`config.mk`:
```
export PLATFORM = sky130hd
export DESIGN_NAME = peripheral_port_arbiter
export DESIGN_NICKNAME = d
export VERILOG_FILES = /design/src/rtl/peripheral_port_arbiter.sv
export SDC_FILE = /design/constraint.sdc
export NUM_CORES = 1
export LEC_CHECK = 0
export ABC_CLOCK_PERIOD_IN_PS = 4500
export CORE_AREA = 2 2 188 190
export DETAILED_ROUTE_END_ITERATION = 16
export DIE_AREA = 0 0 190 192
export SETUP_SLACK_MARGIN = 0.15
export SYNTH_ARGS = -nofsm -noshare
export SYNTH_HDL_FRONTEND = slang
export SYNTH_SLANG_ARGS = --single-unit
export TNS_END_PERCENT = 1
```
`constraint.sdc`:
```
create_clock -name clock_i -period 4.5 [get_ports clock_i]
set_clock_uncertainty 0.1 [all_clocks]
set_input_delay 0.9 -clock clock_i [delete_from_list [all_inputs] [get_ports clock_i]]
set_output_delay 0.9 -clock clock_i [all_outputs]
set_load 0.05 [all_outputs]
```
`src/rtl/peripheral_port_arbiter.sv`:
```
// Round-robin arbiter sharing the peripheral core register port between N_REQ requesters.
// Optional grant locking for atomic sequences is compiled in with PERIPH_ARB_LOCK_EN.
module peripheral_port_arbiter #(
   parameter int N_REQ        = 4,
   parameter int ADDR_W       = 27,
   parameter int DATA_W       = 32,
   parameter int LOCK_TIMEOUT = 16
) (
   input  logic                     clock_i,
   input  logic                     reset_i,
   input  logic [N_REQ-1:0]         req_i,
   input  logic [N_REQ-1:0]         rw_i,
   input  logic [N_REQ*ADDR_W-1:0]  add_i,
   input  logic [N_REQ*DATA_W-1:0]  wdata_i,
   input  logic [N_REQ-1:0]         lock_i,
   output logic [N_REQ*DATA_W-1:0]  rdata_o,
   output logic [N_REQ-1:0]         ack_o,
   output logic [N_REQ-1:0]         grant_o,
   output logic                     busy_o,
   output logic                     per_req_o,
   output logic                     per_rw_o,
   output logic [ADDR_W-1:0]        per_add_o,
   output logic [DATA_W-1:0]        per_data_o,
   input  logic [DATA_W-1:0]        per_data_i
);

   localparam int IW = (N_REQ > 1) ? $clog2(N_REQ) : 1;

`ifdef PERIPH_ARB_LOCK_EN
   localparam int TW = $clog2(LOCK_TIMEOUT + 1);
   typedef enum logic [2:0] {
      S_IDLE, S_ISSUE, S_WAIT, S_ACK, S_LOCKED
   } state_t;
   logic [TW-1:0] tmo_q;
`else
   typedef enum logic [1:0] {
      S_IDLE, S_ISSUE, S_WAIT, S_ACK
   } state_t;
   logic unused_lock;
   assign unused_lock = (^lock_i) ^ (LOCK_TIMEOUT > 0);
`endif

   state_t                  state_q;
   logic [IW-1:0]           last_q;
   logic [IW-1:0]           win_q;
   logic [N_REQ-1:0]        grant_q;
   logic [N_REQ-1:0]        ack_q;
   logic                    busy_q;
   logic                    per_req_q;
   logic                    per_rw_q;
   logic [ADDR_W-1:0]       per_add_q;
   logic [DATA_W-1:0]       per_data_q;
   logic [N_REQ*DATA_W-1:0] rdata_q;

   logic [IW-1:0]     idx;
   logic [IW-1:0]     win_d;
   logic              hit_d;
   logic [IW-1:0]     sel_d;
   logic [N_REQ-1:0]  oh_d;
   logic              sel_rw;
   logic [ADDR_W-1:0] sel_add;
   logic [DATA_W-1:0] sel_wd;
   logic              start_d;
   logic              lock_w;
   logic              req_w;

   // Scan last+1, last+2, ... wrapping at N_REQ; first hit wins.
   always_comb begin
      idx   = last_q;
      win_d = last_q;
      hit_d = 1'b0;
      for (int i = 0; i < N_REQ; i++) begin
         idx = (idx == IW'(N_REQ - 1)) ? '0 : idx + IW'(1);
         if (!hit_d && req_i[idx]) begin
            hit_d = 1'b1;
            win_d = idx;
         end
      end
   end

   assign lock_w = |(lock_i & grant_q);
   assign req_w  = |(req_i & grant_q);
   assign sel_d  = (state_q == S_IDLE) ? win_d : win_q;

`ifdef PERIPH_ARB_LOCK_EN
   assign start_d = ((state_q == S_IDLE) && hit_d) ||
                    ((state_q == S_LOCKED) && lock_w && req_w);
`else
   assign start_d = (state_q == S_IDLE) && hit_d;
`endif

   always_comb begin
      oh_d    = '0;
      sel_rw  = 1'b0;
      sel_add = '0;
      sel_wd  = '0;
      for (int k = 0; k < N_REQ; k++) begin
         if (sel_d == IW'(k)) begin
            oh_d[k] = 1'b1;
            sel_rw  = rw_i[k];
            sel_add = add_i[k*ADDR_W +: ADDR_W];
            sel_wd  = wdata_i[k*DATA_W +: DATA_W];
         end
      end
   end

   always_ff @(posedge clock_i or negedge reset_i) begin
      if (!reset_i) begin
         state_q    <= S_IDLE;
         last_q     <= IW'(N_REQ - 1);
         win_q      <= '0;
         grant_q    <= '0;
         ack_q      <= '0;
         busy_q     <= 1'b0;
         per_req_q  <= 1'b0;
         per_rw_q   <= 1'b0;
         per_add_q  <= '0;
         per_data_q <= '0;
         rdata_q    <= '0;
`ifdef PERIPH_ARB_LOCK_EN
         tmo_q      <= '0;
`endif
      end else begin
         per_req_q <= 1'b0;
         ack_q     <= '0;
         unique case (state_q)
            S_IDLE: begin
               if (hit_d) last_q <= win_d;
            end
            S_ISSUE: state_q <= S_WAIT;
            S_WAIT: begin
               if (!per_rw_q) begin
                  for (int k = 0; k < N_REQ; k++) begin
                     if (win_q == IW'(k))
                        rdata_q[k*DATA_W +: DATA_W] <= per_data_i;
                  end
               end
               ack_q   <= grant_q;
               state_q <= S_ACK;
            end
            S_ACK: begin
`ifdef PERIPH_ARB_LOCK_EN
               if (lock_w) begin
                  state_q <= S_LOCKED;
                  tmo_q   <= '0;
               end else begin
                  state_q <= S_IDLE;
                  grant_q <= '0;
                  busy_q  <= 1'b0;
               end
`else
               state_q <= S_IDLE;
               grant_q <= '0;
               busy_q  <= 1'b0;
`endif
            end
`ifdef PERIPH_ARB_LOCK_EN
            S_LOCKED: begin
               if (!lock_w || (!req_w && tmo_q == TW'(LOCK_TIMEOUT - 1))) begin
                  state_q <= S_IDLE;
                  grant_q <= '0;
                  busy_q  <= 1'b0;
               end else if (!req_w) begin
                  tmo_q <= tmo_q + TW'(1);
               end
            end
`endif
            default: state_q <= S_IDLE;
         endcase
         // A new transaction overrides the per-state updates above.
         if (start_d) begin
            state_q    <= S_ISSUE;
            win_q      <= sel_d;
            grant_q    <= oh_d;
            busy_q     <= 1'b1;
            per_req_q  <= 1'b1;
            per_rw_q   <= sel_rw;
            per_add_q  <= sel_add;
            per_data_q <= sel_wd;
         end
      end
   end

   assign rdata_o    = rdata_q;
   assign ack_o      = ack_q;
   assign grant_o    = grant_q;
   assign busy_o     = busy_q;
   assign per_req_o  = per_req_q;
   assign per_rw_o   = per_rw_q;
   assign per_add_o  = per_add_q;
   assign per_data_o = per_data_q;

endmodule

```
==> impl_metrics.tcl <==
set metrics [dict create \
    status "complete, no violations" \
    viasPerCell 4.97 \
    yosysTopAreaCellShare_pct 50.0 \
    drtAntennaViolNets 0 \
    ys_types 58 \
    synth.largest_area_cell "dfrtp_1" \
    grt_pass1_wl_mm 57.4 \
    synth-xor-area-share_pct 0.161 \
    root_buffer "clkbuf_16" \
    die_x_um 190 \
    comb_power_share_pct 64.6 \
    synth_top_family_by_area "compound AO/OA/AOI/OAI gates" \
    holdBufCountCts 0 \
    yosys.area_share.simple_pct 7.35 \
    row_count 68 \
    cts_tree "yes" \
    fin_crit_ns 3.75 \
    synthFlopType "dfrtp_1" \
    maxCapViolations 0 \
    crit_slowest_cell "dfstp_2" \
    async_flop_share_pct 100 \
    dr_total_vias 8958 \
    port_buffers 475 \
    area_delta_synth_final_pct 61.1 \
    hold_viol 0 \
    grt_pass1_vias 9184 \
    drt_first_pass_iters 4 \
    synth_area_per_cell_um2 11.7 \
    final_common_cell "clkdlybuf4s50_1" \
    ys_warn_count 0 \
    seqPwrFrac_pct 21.9 \
    grt_usage_pct 20.6 \
    route.met2.wl_mm 18.7 \
    ir_worst_vdd_v 0.000444 \
    synth_area_leaders "dfrtp_1 50%, mux2_2 14%, a211oi_2 6.9%, a211oi_1 4.7%, a21boi_0 4.5%" \
    drt-initial-drc-count 412 \
    cts_setup_buffers 0 \
    p_int_w 0.00734 \
    antenna_found_initial 12 \
    synth_edf_count 0 \
    start_util_pct 29.5 \
    synth_fa_ha_area_share_pct 0.495 \
    synth_compound_area_share_pct 22.3 \
    num_io_pins 480 \
    timing.rr.start "last_q[0]" \
    clk_latency_ns 0.52 \
    start_kind "register" \
    layout_common_cells "474 x clkdlybuf4s50_1, 202 x dfrtp_1, 129 x mux2_2, 72 x nor2_1, 70 x nand2_1" \
    p_leak_nw 6.46 \
    switchingPower_w 0.00735 \
    max_freq_mhz 267 \
    clk_path_buf_depth 3 \
    fin_nets 1606 \
    finalMaxSlewViolations 0 \
    cts_buffers 25 \
    worstPathArrival_ns 4.03 \
    dr_wl_met3_mm 3.42 \
    wl_mm 38.7 \
    critPathKind "register to register" \
    gp_congestion 0.869 \
    crit_top_cell "buf_12" \
    synthCells 868 \
    power.share.switching_pct 50.0 \
    path_clk_slew_ns 0.06 \
    grt_max_degree 105 \
    synthesis.area_mm2 0.0101 \
    postCtsResizedCells 0 \
    clock_sinks 204 \
    synth_seq_area_share_pct 50.5 \
    slowest_delay_ns 0.76 \
    cts.htree.levels 1 \
    synth.area.mux_share_pct 15.0 \
    fin_tns_setup_ns 0 \
    p_total_w 0.0147 \
    synth_nets 1154 \
    finalSetupViolations 0 \
    path_cells "ha_1 > xnor2_2 > mux2i_1 > a22o_1 > o2111ai_4 > and2_4 > buf_12 > buf_12 > a211oi_1 > a211oi_2" \
    highest_layer "met5" \
    drive_gt1_share_pct 21.3 \
    die_h_um 192 \
    final_util_pct 47.5 \
    cp_max_fo 21 \
    overflow 0 \
    p_clk_share_pct 13.5 \
    worstPathRequired_ns 4.78 \
    coreArea_mm2 0.0343 \
    slew_headroom_pct 38.2 \
    worst_pin_slew_ns 0.927 \
    place_hpwl_mm 27.9 \
    wire_per_inst_um 21.5 \
    ys_ff_latch 204 \
    worst_setup_path_end_kind "register" \
    rsz0062_at_grt "no" \
    finalCritPeriodShare_pct 83.2 \
    hold_path_class "primary input to asynchronous set/reset pin" \
    wl_met1_mm 15.4 \
    power_density_mw_per_mm2 901 \
    die_area_mm2 0.0365 \
    startpoint "last_q[0]" \
    drcViolationCount 0 \
]
==> Yosys cell counts (2+ instances only) <==
library cell / count
a211oi_1: 64
a211oi_2: 56
a21boi_0: 60
a21oi_1: 49
a21oi_2: 16
a22oi_1: 2
a31oi_1: 2
and2_1: 5
buf_1: 6
buf_2: 15
buf_4: 5
buf_6: 2
buf_8: 6
clkbuf_1: 40
dfrtp_1: 202
dfstp_2: 2
ha_1: 4
inv_1: 6
mux2_2: 129
mux2i_1: 4
nand2_1: 71
nand2b_1: 2
nand3_1: 2
nand3b_1: 4
nor2_1: 72
nor2b_1: 4
nor3_1: 3
nor4bb_1: 2
o21ai_0: 3
o21bai_1: 2
==> critical path: cells and delay by family (launching register included) <==
family,cells,cell delay [ns]
DFF,1,0.76
xor gates and xnor gates,1,0.42
AOI/OAI and AO/OA,4,0.90
and+or+nand+nor,1,0.24
adders and majority gates,1,0.50
muxes,1,0.32
buffers and inverters,2,0.33
==> stage by stage <==
stage,area [um2],cells,setup slack (ns),hold WS [ns]
global placement,15500,1748,0.428,0.385
finish,16300,1801,0.754,0.377
floorplan,10100,868,1.56,0.389
CTS,16300,1791,0.711,0.405
detailed placement,15500,1748,0.437,0.392
global route,16300,1800,0.546,0.412
==> metal layers <==
layer | GRT usage [%] | vias up
met1 | 24.2 | 4433
met5 | 0 | -
met2 | 35.5 | 390
met3 | 6.34 | 59
li1 | - | 4074
met4 | 7.42 | 2
==> layout make-up <==
type,instances,area (um2)
Inverter,8,30.0
Tap cell,455,569
Multi-Input combinational cell,582,4650
Clock inverter,10,114
Timing Repair Buffer,499,5110
Antenna cell,10,25.0
Sequential cell,204,5110
Clock buffer,33,686
Fill cell,3165,18000
==> path summary, 6_finish.rpt <==
check	to	slack, ns	cells past startpoint
setup / recovery	per_data_o[27]	0.75	10
hold / removal	rdata_o[32]	0.38	1
setup reg to reg	per_data_o[27]	0.75	10
hold reg to reg	rdata_o[55]	0.40	1
max in group asynchronous	rdata_o[123]	2.91	2
min in group clock_i	rdata_o[55]	0.40	1
==> sequential cells by signal (all words and copies together) (netlist names) <==
signal,count
per_req_o,1
last_q,2
ack_o,4
state_q,2
rdata_o,128
win_q,2
busy_o,1
per_add_o,27
grant_o,4
per_data_o,32
per_rw_o,1
==> power groups by stage <==
stage	logic (W)	registers, W	clock network [W]
3_5_place_dp	0.00957	0.00325	0
5_1_grt	0.0100	0.00334	0.00214
3_3_place_gp	0.00952	0.00322	0
2_1_floorplan	0.00341	0.00604	0
4_1_cts	0.00959	0.00324	0.00205
6_report	0.00949	0.00322	0.00198
==> cell families (layout without fill, tap and decap cells) <==
kind of cell             Yosys count  in the layout
AND/OR/NAND/NOR                  173            173
XOR/XNOR                           1              1
adder cells (fa/ha/maj)            4              4
AO/OA/AOI/OAI                    270            270
flip-flops                       204            204
other                              0             10
multiplexers                     134            134
buffers and inverters             82            550
No activity file was read; power rests on OpenSTA's default activity.
